==> config.mk <==
export PLATFORM = sky130hd
export DESIGN_NAME = cir_avg_sched
export DESIGN_NICKNAME = d
export VERILOG_FILES = /design/src/rtl/cir_avg_pkg.sv /design/src/rtl/cir_avg_frame_cnt.sv /design/src/rtl/cir_avg_sched.sv
export SDC_FILE = /design/constraint.sdc
export NUM_CORES = 1
export LEC_CHECK = 0
export BUFFER_PORTS_ARGS = -buffer_cell sky130_fd_sc_hd__buf_2
export CORE_MARGIN = 3
export CORE_UTILIZATION = 49
export CTS_BUF_LIST = sky130_fd_sc_hd__clkbuf_16
export DETAILED_ROUTE_END_ITERATION = 8
export HOLD_SLACK_MARGIN = 0.05
export PLACE_DENSITY = 0.82
export REMOVE_ABC_BUFFERS = 1
export SYNTH_ARGS = -nofsm -noshare
export SYNTH_HDL_FRONTEND = slang
export SYNTH_SLANG_ARGS = --single-unit
==> constraint.sdc <==
create_clock -name ap_clk -period 4.3 [get_ports ap_clk]
set_input_delay 0.645 -clock ap_clk [delete_from_list [all_inputs] [get_ports ap_clk]]
set_output_delay 0.645 -clock ap_clk [all_outputs]
set_load 0.03 [all_outputs]
==> src/rtl/cir_avg_pkg.sv <==
// rtl/cir_avg_pkg.sv - shared types, widths and readback map for the CIR averaging sequencer
package cir_avg_pkg;

    localparam int THR_W     = 32;
    localparam int LOG_AVG_W = 3;
    localparam int SEQ_LEN_W = 10;
    localparam int PKT_CNT_W = 7;

    typedef enum logic [1:0] {
        ST_IDLE,
        ST_APPLY,
        ST_RESET,
        ST_RUN
    } state_t;

    // Readback register byte addresses
    localparam logic [7:0] ADDR_THRESHOLD   = 8'h00;
    localparam logic [7:0] ADDR_LOG_AVG     = 8'h04;
    localparam logic [7:0] ADDR_SEQ_LEN     = 8'h08;
    localparam logic [7:0] ADDR_WIN_CNT     = 8'h0C;
    localparam logic [7:0] ADDR_OUT_PKT_CNT = 8'h10;
    localparam logic [7:0] ADDR_STATUS      = 8'h14;

    // Index of the last packet in a window: 2^log_avg - 1
    function automatic logic [PKT_CNT_W-1:0] pkt_max(input logic [LOG_AVG_W-1:0] log_avg);
        logic [PKT_CNT_W:0] one_hot;
        logic [PKT_CNT_W:0] full;
        one_hot          = '0;
        one_hot[log_avg] = 1'b1;
        full             = one_hot - (PKT_CNT_W+1)'(1);
        return full[PKT_CNT_W-1:0];
    endfunction

endpackage

==> src/rtl/cir_avg_frame_cnt.sv <==
// rtl/cir_avg_frame_cnt.sv - sample/packet counter pair that regenerates sequence framing
//
// Ports:
//   clk, resetn     clock, synchronous active-low reset
//   clr             zero both counters (new configuration)
//   beat            one accepted sample
//   seq_len         samples per packet (non-zero while counting)
//   log_avg         log2 of packets per window
//   last            current sample is the last of its packet
//   win_done        this beat completes a window
module cir_avg_frame_cnt
    import cir_avg_pkg::*;
(
    input  logic                 clk,
    input  logic                 resetn,
    input  logic                 clr,
    input  logic                 beat,
    input  logic [SEQ_LEN_W-1:0] seq_len,
    input  logic [LOG_AVG_W-1:0] log_avg,
    output logic                 last,
    output logic                 win_done
);

    logic [SEQ_LEN_W-1:0] smp_cnt;
    logic [PKT_CNT_W-1:0] pkt_cnt;
    logic                 pkt_last;

    assign last     = (smp_cnt == seq_len - SEQ_LEN_W'(1));
    assign pkt_last = (pkt_cnt == pkt_max(log_avg));
    assign win_done = beat & last & pkt_last;

    always_ff @(posedge clk) begin
        if (!resetn || clr) begin
            smp_cnt <= '0;
            pkt_cnt <= '0;
        end else if (beat) begin
            if (last) begin
                smp_cnt <= '0;
                pkt_cnt <= pkt_last ? '0 : pkt_cnt + PKT_CNT_W'(1);
            end else begin
                smp_cnt <= smp_cnt + SEQ_LEN_W'(1);
            end
        end
    end

endmodule

==> src/rtl/cir_avg_sched.sv <==
// rtl/cir_avg_sched.sv - applies CIR averaging config at window boundaries and re-frames the sample stream
//
// Ports:
//   ap_clk, ap_rst_n                  clock, synchronous active-low reset
//   cfg_stb, cfg_*                    runtime configuration request
//   s_tdata/s_tvalid/s_tready/s_tlast sample input (s_tlast only checked)
//   m_tdata/m_tvalid/m_tready/m_tlast sample output to the core, regenerated framing
//   core_rst_n                        core reset, active-low
//   threshold_V, log_avg_size_V, seq_len_V  applied configuration
//   mon_tvalid/mon_tready/mon_tlast   core output handshake monitor
//   busy, err_len, win_cnt, out_pkt_cnt     status and counters
module cir_avg_sched
    import cir_avg_pkg::*;
#(
    parameter int RST_CYCLES = 4,
    parameter int CNT_W      = 16
) (
    input  logic                 ap_clk,
    input  logic                 ap_rst_n,
    input  logic                 cfg_stb,
    input  logic [THR_W-1:0]     cfg_threshold,
    input  logic [LOG_AVG_W-1:0] cfg_log_avg,
    input  logic [SEQ_LEN_W-1:0] cfg_seq_len,
    input  logic [31:0]          s_tdata,
    input  logic                 s_tvalid,
    output logic                 s_tready,
    input  logic                 s_tlast,
    output logic [31:0]          m_tdata,
    output logic                 m_tvalid,
    input  logic                 m_tready,
    output logic                 m_tlast,
    output logic                 core_rst_n,
    output logic [THR_W-1:0]     threshold_V,
    output logic [LOG_AVG_W-1:0] log_avg_size_V,
    output logic [SEQ_LEN_W-1:0] seq_len_V,
    input  logic                 mon_tvalid,
    input  logic                 mon_tready,
    input  logic                 mon_tlast,
    output logic                 busy,
    output logic                 err_len,
    output logic [CNT_W-1:0]     win_cnt,
    output logic [CNT_W-1:0]     out_pkt_cnt
);

    localparam int TMR_W = $clog2(RST_CYCLES + 1);

    state_t               state;
    logic [THR_W-1:0]     sh_thr;
    logic [LOG_AVG_W-1:0] sh_log;
    logic [SEQ_LEN_W-1:0] sh_seq;
    logic                 pend;
    logic [TMR_W-1:0]     timer;
    logic                 run;
    logic                 beat;
    logic                 last;
    logic                 win_done;

    assign run      = (state == ST_RUN);
    assign busy     = (state != ST_IDLE);
    assign m_tdata  = s_tdata;
    assign m_tvalid = s_tvalid & run;
    assign s_tready = m_tready & run;
    assign m_tlast  = last & run;
    assign beat     = s_tvalid & s_tready;

    cir_avg_frame_cnt u_frame (
        .clk      (ap_clk),
        .resetn   (ap_rst_n),
        .clr      (state == ST_APPLY),
        .beat     (beat),
        .seq_len  (seq_len_V),
        .log_avg  (log_avg_size_V),
        .last     (last),
        .win_done (win_done)
    );

    always_ff @(posedge ap_clk) begin
        if (!ap_rst_n) begin
            state          <= ST_IDLE;
            core_rst_n     <= 1'b0;
            threshold_V    <= '0;
            log_avg_size_V <= '0;
            seq_len_V      <= '0;
            sh_thr         <= '0;
            sh_log         <= '0;
            sh_seq         <= '0;
            pend           <= 1'b0;
            timer          <= '0;
            err_len        <= 1'b0;
            win_cnt        <= '0;
            out_pkt_cnt    <= '0;
        end else begin
            if (mon_tvalid && mon_tready && mon_tlast && out_pkt_cnt != '1)
                out_pkt_cnt <= out_pkt_cnt + CNT_W'(1);
            if (win_done && win_cnt != '1)
                win_cnt <= win_cnt + CNT_W'(1);
            if (beat && (s_tlast != m_tlast))
                err_len <= 1'b1;

            // Applied config is loaded on the edge that leaves IDLE/RUN so it
            // is already visible during the APPLY cycle; pend clears on that
            // same edge so a strobe arriving then survives for the next window.
            case (state)
                ST_IDLE: begin
                    if (pend) begin
                        pend <= 1'b0;
                        if (sh_seq != '0) begin
                            state          <= ST_APPLY;
                            threshold_V    <= sh_thr;
                            log_avg_size_V <= sh_log;
                            seq_len_V      <= sh_seq;
                        end
                    end
                end
                ST_APPLY: begin
                    timer      <= TMR_W'(RST_CYCLES);
                    core_rst_n <= 1'b0;
                    state      <= ST_RESET;
                end
                ST_RESET: begin
                    if (timer == TMR_W'(1)) begin
                        core_rst_n <= 1'b1;
                        state      <= ST_RUN;
                    end else begin
                        timer <= timer - TMR_W'(1);
                    end
                end
                ST_RUN: begin
                    if (pend && win_done) begin
                        pend <= 1'b0;
                        if (sh_seq != '0) begin
                            state          <= ST_APPLY;
                            threshold_V    <= sh_thr;
                            log_avg_size_V <= sh_log;
                            seq_len_V      <= sh_seq;
                        end else begin
                            state      <= ST_IDLE;
                            core_rst_n <= 1'b0;
                        end
                    end
                end
                default: state <= ST_IDLE;
            endcase

            // A new strobe always wins over the pend clear above
            if (cfg_stb) begin
                sh_thr <= cfg_threshold;
                sh_log <= cfg_log_avg;
                sh_seq <= cfg_seq_len;
                pend   <= 1'b1;
            end
        end
    end

endmodule

==> results of run 1 <==
## cells by family (layout without fill, tap and decap cells)
group / count (synthesis) / count (layout) / synth area share
AND/OR/NAND/NOR: 334 / 334 / 0.2267
flip-flops: 147 / 147 / 0.4252
multiplexers: 93 / 93 / 0.1345
buffers and inverters: 85 / 188 / 0.07105
AO/OA/AOI/OAI: 75 / 75 / 0.07377
XOR/XNOR: 37 / 37 / 0.04882
adder cells (fa/ha/maj): 11 / 11 / 0.01989
## layout by cell type (no fill, tap or decap), drive strengths merged, types with 11 or more instances in the layout
cell type and count:
clkbuf 17, inv 20, nand2 133, buf 140, mux2i 93, o21ai 11
ha 11, a21oi 27, nor2 85, dfxtp 147, or4 13, nand3 30
xor2 27
## state kept, by name, summed over array words and instances (netlist names), 2 cells and up
name and flops:
sh_thr 32, threshold_V 32, out_pkt_cnt 16, win_cnt 16, seq_len_V 10, sh_seq 10
u_frame.smp_cnt 10, u_frame.pkt_cnt 7, log_avg_size_V 3, sh_log 3, timer 3, state 2
## metrics by stage
step | instances | hold slack [ps] | instance area, um^2
2_1_floorplan | 713 | 437.4 | 6489
3_3_place_gp | 1029 | 440.3 | 7446
3_5_place_dp | 1029 | 447.3 | 7446
4_1_cts | 1061 | 454.1 | 8088
5_1_grt | 1061 | 463.2 | 8088
6_report | 1061 | 454.5 | 8088
## worst paths after layout
kind,startpoint,end,slack (ps)
max reg2reg,seq_len_V[0],win_cnt[15],1120
min,sh_thr[15],threshold_V[15],450
min reg2reg,sh_thr[15],threshold_V[15],450
max,seq_len_V[0],m_tlast,850
## per-layer routing
metal / vias to the layer above / global-route usage / routed length, um
li1: 2839 / - / -
met4: 2 / 0.05548 / 195
met1: 2705 / 0.2791 / 7647
met5: - / 0.02288 / 13
met3: 20 / 0.08748 / 1406
met2: 200 / 0.3165 / 7328
## power groups by stage
| stage | combinational, W | sequential, W | clock [W] |
|---|---|---|---|
| 5_1_grt | 0.000585 | 0.00149 | 0.00169 |
| 4_1_cts | 0.000533 | 0.00148 | 0.00162 |
| 2_1_floorplan | 0.000345 | 0.00155 | 0 |
| 3_5_place_dp | 0.000529 | 0.00151 | 0 |
| 3_3_place_gp | 0.000518 | 0.00151 | 0 |
| 6_report | 0.000532 | 0.00148 | 0.00160 |
## cell usage after synthesis (10+ instances only)
library cell	number	area, um^2
dfxtp_1	147	2943
nand2_1	133	499.2
mux2i_1	93	930.9
nor2_1	85	319.1
buf_4	34	255.2
nand3_1	29	145.1
clkbuf_1	28	105.1
a21oi_1	27	135.1
xor2_1	27	236.5
inv_1	15	56.30
ha_1	11	137.6
or4_1	11	82.58
and3_1	10	62.56
o21ai_0	10	50.05
or3_1	10	62.56
## critical path, delay by kind of cell (launching register included)
kind,cells,cell delay [ps]
flops,1,440
fa+ha+maj,1,310
compound gates,1,590
xor+xnor,1,240
simple gates,3,530
buf+inv,2,280
## final cells by class
type / instances / area share
clock buffer: 17 / 0.05260
clock inverter: 15 / 0.02676
inverter: 16 / 0.007426
multi-input combinational: 550 / 0.4324
sequential: 147 / 0.3639
tap: 176 / 0.02723
timing repair buffer: 140 / 0.08973
==> qor.csv, run 1 <==
stage,metric,value,unit
run_status,status,"complete, no violations",
die,I/O Pins,201,
route,DR WL/cell,15.64,um
sta,Slew HR,0.2031,
power_and_ir_drop,sequential share of power,0.410,
cts,cts repair resizes,0,
yosys,register area share after synthesis,0.4252,
die,FP Rows,42,
cts,Post-CTS Setup Inserts,0,
finish,multi-input gate area in the final layout,3497,um^2
cts,htree depth,4,
placement,Setup WS pre-CTS,1144,ps
route,Vias,5766,
sta,Final Max Slew Viols,0,
die,Die Y,124.8,um
yosys,main flop type after synthesis,dfxtp_1,
grt,first-pass GRT wire length,27230,um
route,Iter 0 DRT Violations,400,
yosys,synth unique cells,56,
sta,post-layout worst setup margin,849.9,ps
grt,largest net degree at the start of global routing,103,
route,Vias per Instance,5.434,
critical_path,worst stage delay on the critical path,590,ps
sta,fmax,0.2898,GHz
sta,Tmin final,3450,ps
grt,gr ovfl total,0,
finish,antenna cells,0,
sta,final period utilization,0.8024,
finish,Layout fillers,1130,
sta,"Hold Violations, Final",0,
power_and_ir_drop,Final Power,0.003614,W
critical_path,Worst EP arrival,2810,ps
yosys,Post-synth EDFFs,0,
route,DRT Pass-1 Iters,5,
cts,Sink Count,147,
finish,fraction of layout cells with a size suffix above 1,0.2056,
finish,Layout Utilization,0.5989,
grt,vias in the first global route,5495,
grt,Total GRT Usage,0.2107,
critical_path,Critical-path top delay cell,a2111oi_1,
worst_hold_path,Hold Path Cell Cnt,2,
sta,post-route setup TNS,0,ps
critical_path,Worst setup SP type,register,
placement,gp weighted congestion,0.8725,
power_and_ir_drop,maximum VDD drop,312.4,uV
power_and_ir_drop,Internal,0.002663,W
power_and_ir_drop,Comb pwr share,0.147,
yosys,Ys Warns,0,
die,Die Wd,124.8,um
sta,RSZ-0062 raised after global routing,false,
cts,Worst-path clk slew,60,ps
power_and_ir_drop,Psw,0.0009512,W
route,DRC errors left,0,
critical_path,cells on worst reg2reg path,9,
cts,CTS max path bufs,2,
power_and_ir_drop,sw frac,0.2632,
power_and_ir_drop,Clock power frac,0.443,
critical_path,crit-path cells,inv_1 > ha_1 > xnor3_1 > nand3_1 > a2111oi_1 > or2_2 > and4_1 > buf_2,
placement,port buffer count,136,
die,Core ar.,13510,um^2
finish,area grow syn2layout,16.87,%
critical_path,crit path capture type,primary output,
power_and_ir_drop,leak pwr,3.471,nW
sta,Worst Max-Slew Pin Slew,1165,ps
sta,Worst Skew,9.013,ps
route,antenna-violating nets left,0,
job,max-cap viol count,0,
cts,CTS Buf Count,17,
finish,Post-layout nets,969,
power_and_ir_drop,PwrDens,446.8,nW/um^2
yosys,ys async rst share,0,
critical_path,crit path max fanout,9,
yosys,Synth Cell Area,6920,um^2
yosys,Mapped Cells,782,
yosys,#FFs+latches synth,147,
cts,CTS tree,built,
cts,"Hold-fix buffers, CTS",0,
worst_hold_path,Hold WC Path Type,reg -> reg,
grt,initial antenna violation count,1,
critical_path,CP Class,reg -> out,
cts,Clock Latency Late Sink,420,ps
die,Die Area,15590,um^2
placement,dpl hpwl,11400,um
critical_path,"Data required, critical path",3650,ps
die,Initial Utilization,0.5124,
yosys,average size of a mapped cell,8.850,um^2
cts,root buf cell,clkbuf_16,
sta,final setup violation count,0,
finish,storage element area,2943,um^2
route,final WL,16590,um
No activity file was read; power rests on OpenSTA's default activity.
==> run 2: changes to the inputs <==
- ABC_AREA: unset -> 1
- CORE_UTILIZATION: 49 -> 48
- PLACE_DENSITY: 0.82 -> 0.83
- clock period: 4.3 -> 3 ns (I/O delays scaled with it)
==> run 2 against run 1 <==
  * Final area up 8.8%
  * Clock power up 28%
  * Synthesized area up 10%
  * Synthesized cell count up 46%
  * Sequential power up 74%
  * Register-to-register slack worse by 700 ps
  * Sequential share of layout area down 3.0 points
  * Clock-buffer cell count unchanged
  * Final cell count up 38%
  * Die area up 12%
  * Critical path type unchanged
  * Highest routed layer unchanged
==> qor.csv, run 2 <==
stage,metric,value,unit,change
critical_path,crit-path cells,inv_2 > ha_1 > inv_1 > nand2_1 > nand2_1 > nor2_1 > nand3_1 > nor2_1 > nand3_1 > nor2_2 > inv_1 > nor2_2 > buf_4,,
worst_hold_path,Hold Path Cell Cnt,3,,+1
grt,gr ovfl total,0,,unchanged
route,DRC errors left,0,,unchanged
job,max-cap viol count,0,,unchanged
yosys,top cell type's share of synthesized area,0.3865,,-0.03872
sta,Worst Skew,12.09,ps,+3.073 ps
die,Die Wd,131.9,um,+5.7%
route,Vias per Instance,5.003,,-7.9%
sta,Tmin final,2740,ps,
placement,gp weighted congestion,0.9099,,+4.3%
sta,final setup violation count,0,,unchanged
finish,Largest regs,"sh_thr x32, threshold_V x32",,
yosys,ranking of synthesized cells by area,"dfxtp_1 (39%), nand2_1 (12%), inv_1 (11%)",,
critical_path,Worst setup SP type,register,,
critical_path,CP Class,reg -> out,,
worst_hold_path,Hold WC Path Type,in -> reg,,
grt,vias in the first global route,6630,,+21%
grt,GR Util met2,0.3395,,+0.02303
yosys,Ys Warns,0,,unchanged
grt,initial antenna violation count,4,,+3
sta,"Hold Violations, Final",0,,unchanged
cts,Clock Latency Late Sink,420,ps,about the same
die,Initial Utilization,0.4953,,-0.01709
critical_path,Critical-path top delay cell,dfxtp_1,,
route,DR WL/cell,13.50,um,-14%
cts,Worst-path clk slew,60,ps,about the same
cts,Sink Count,147,,unchanged
route,final WL,19700,um,+19%
finish,storage element area,2943,um^2,unchanged
critical_path,Bufs and invs on worst path,4,,+2
sta,Slew HR,0.3051,,+0.1020
cts,htree depth,4,,unchanged
finish,area grow syn2layout,15.63,%,
sta,final period utilization,0.9133,,
critical_path,cells on worst reg2reg path,16,,+7
critical_path,worst stage delay on the critical path,380,ps,-210 ps
route,antenna-violating nets left,0,,unchanged
grt,gr busiest metal,met2,,
finish,Layout Utilization,0.5727,,-0.02612
critical_path,r2r setup slk,420,ps,-700 ps
finish,final cell count without fillers,1459,,+38%
sta,RSZ-0062 raised after global routing,false,,
grt,Total GRT Usage,0.2209,,+0.01018
grt,M3 GR Usage,0.09847,,+0.01099
placement,port buffer count,136,,unchanged
yosys,synth unique cells,34,,-39%
grt,M1 GR Usage,0.2848,,+0.005696
critical_path,reg2reg start,seq_len_V[0],,
die,I/O Pins,201,,unchanged
critical_path,R2R Path End,seq_len_V[6],,
yosys,main flop type after synthesis,dfxtp_1,,
finish,most frequent cells in the layout,"nand2_1 (246), inv_1 (218), dfxtp_1 (147)",,
route,Vias,7300,,+27%
yosys,register area share after synthesis,0.3865,,-0.03872
power_and_ir_drop,Final Power,0.008243,W,+130%
finish,fraction of layout cells with a size suffix above 1,0.1525,,-0.05316
power_and_ir_drop,PwrDens,936.4,nW/um^2,+110%
cts,CTS max path bufs,2,,unchanged
cts,CTS tree,built,,
cts,root buf cell,clkbuf_16,,
yosys,dominant cell type by area after synthesis,dfxtp_1,,
placement,DP Cell Count,1425,,+38%
power_and_ir_drop,maximum VDD drop,643.1,uV,+110%
finish,"most common cell after layout, fill and taps aside",nand2_1,,
finish,multi-input gate area in the final layout,3407,um^2,-2.6%
yosys,average size of a mapped cell,6.667,um^2,-25%
worst_hold_path,HP Start,cfg_threshold[30],,
yosys,Synth Cell Area,7614,um^2,+10%
critical_path,Stages on worst setup path,13,,+5
grt,largest net degree at the start of global routing,111,,+7.8%
power_and_ir_drop,leak pwr,4.301,nW,+24%
sta,Worst Max-Slew Pin Slew,1042,ps,-122.8 ps
finish,Layout fillers,1437,,+27%
critical_path,"Data required, critical path",2550,ps,-1100 ps
sta,fmax,0.3650,GHz,
critical_path,Top Family by Delay on Critical Path,simple AND/OR/NAND/NOR gates,,
critical_path,Worst setup endpoint,m_tlast,,
sta,Final Max Slew Viols,0,,unchanged
critical_path,crit path max fanout,5,,-4
grt,first-pass GRT wire length,32000,um,+18%
die,Core ar.,15370,um^2,+14%
finish,Post-layout nets,1330,,+37%
critical_path,crit path capture type,primary output,,
route,DRT Pass-1 Iters,5,,unchanged
cts,Post-CTS Setup Inserts,0,,unchanged
cts,CTS Buf Count,17,,unchanged
cts,cts repair resizes,0,,unchanged
yosys,Mapped Cells,1142,,+46%
critical_path,crit path launch,seq_len_V[0],,
die,Die Area,17410,um^2,+12%
route,Iter 0 DRT Violations,556,,+39%
die,FP Rows,45,,+7.1%
die,Die Y,131.9,um,+5.7%
placement,dpl hpwl,13660,um,+20%
yosys,most common cell in the netlist,nand2_1,,
critical_path,Worst EP arrival,2290,ps,-520 ps
yosys,Post-synth top cells,"nand2_1 (246), inv_1 (215), dfxtp_1 (147), nor2_1 (114), a21oi_1 (82)",,
yosys,#FFs+latches synth,147,,unchanged
cts,"Hold-fix buffers, CTS",0,,unchanged
run_status,status,"complete, no violations",,
yosys,ys async rst share,0,,unchanged
yosys,Post-synth EDFFs,0,,unchanged
[run 2: changes by cell type after synthesis, moves of 7 or more]
cell	change
nand2b_1	-9
nor3_1	+9
inv_1	+200
or3_1	-10
a21oi_1	+55
or4_1	-11
nand2_1	+113
o21ai_0	+53
nand4_1	+62
o31ai_1	-9
mux2i_1	-93
and3_1	-7
xor2_1	-13
nor2_1	+29
[run 2: logic make-up (layout without fill, tap and decap cells)]
group,Yosys count,after routing,share of synthesized area
other,0,2,0
DFF,147,147,0.3865
AOI/OAI and AO/OA,154,154,0.1039
adders and majority gates,11,11,0.01808
and+or+nand+nor,509,509,0.2945
xor gates and xnor gates,24,24,0.02942
buffers and inverters,297,401,0.1676
[run 2: where the power goes]
group	leakage [nW]	total, W	switching [W]	internal [W]
clock	0.280	0.00205	0.000834	0.00122
combinational	2.81	0.00362	0.00249	0.00113
sequential	1.21	0.00257	0.000258	0.00231
[run 2: how the worst min path moves through the flow]
stage / slack, ps / end
global placement: 440 / err_len
finish: 300 / sh_thr[30]
CTS: 300 / sh_thr[30]
global route: 310 / sh_thr[7]
detailed placement: 450 / sh_thr[5]
floorplan: 430 / sh_thr[12]
[run 2: worst min-delay path, stage by stage]
cell	delay, ps
buf_2	70
o21ai_0	70
a21oi_1	100
[run 2: metrics by stage]
step           setup TNS (ps)  worst slack [ps]  area, um^2  hold slack [ps]
2_1_floorplan          -17040            -401.0        7167            429.4
3_3_place_gp                0             506.1        8222            435.9
3_5_place_dp                0             407.2        8222            449.4
4_1_cts                     0             149.9        8791            296.5
5_1_grt                     0             43.21        8801            307.7
6_report                    0             260.0        8803            304.7
[run 2: cell type report]
| type | count | share of cell area |
|---|---|---|
| clock buffers | 17 | 0.04832 |
| diodes | 2 | 0.0005685 |
| well taps | 211 | 0.02999 |
| flip-flops and latches | 147 | 0.3343 |
| inverters | 221 | 0.09423 |
| clock inverters | 15 | 0.01634 |
| repair buffers | 148 | 0.08926 |
| multi-input cells | 698 | 0.3870 |
[run 2: layer usage]
layer	vias up	routed length, um
met3	32	1858
met2	250	8647
li1	3765	-
met1	3247	8911
met5	-	28
met4	6	252
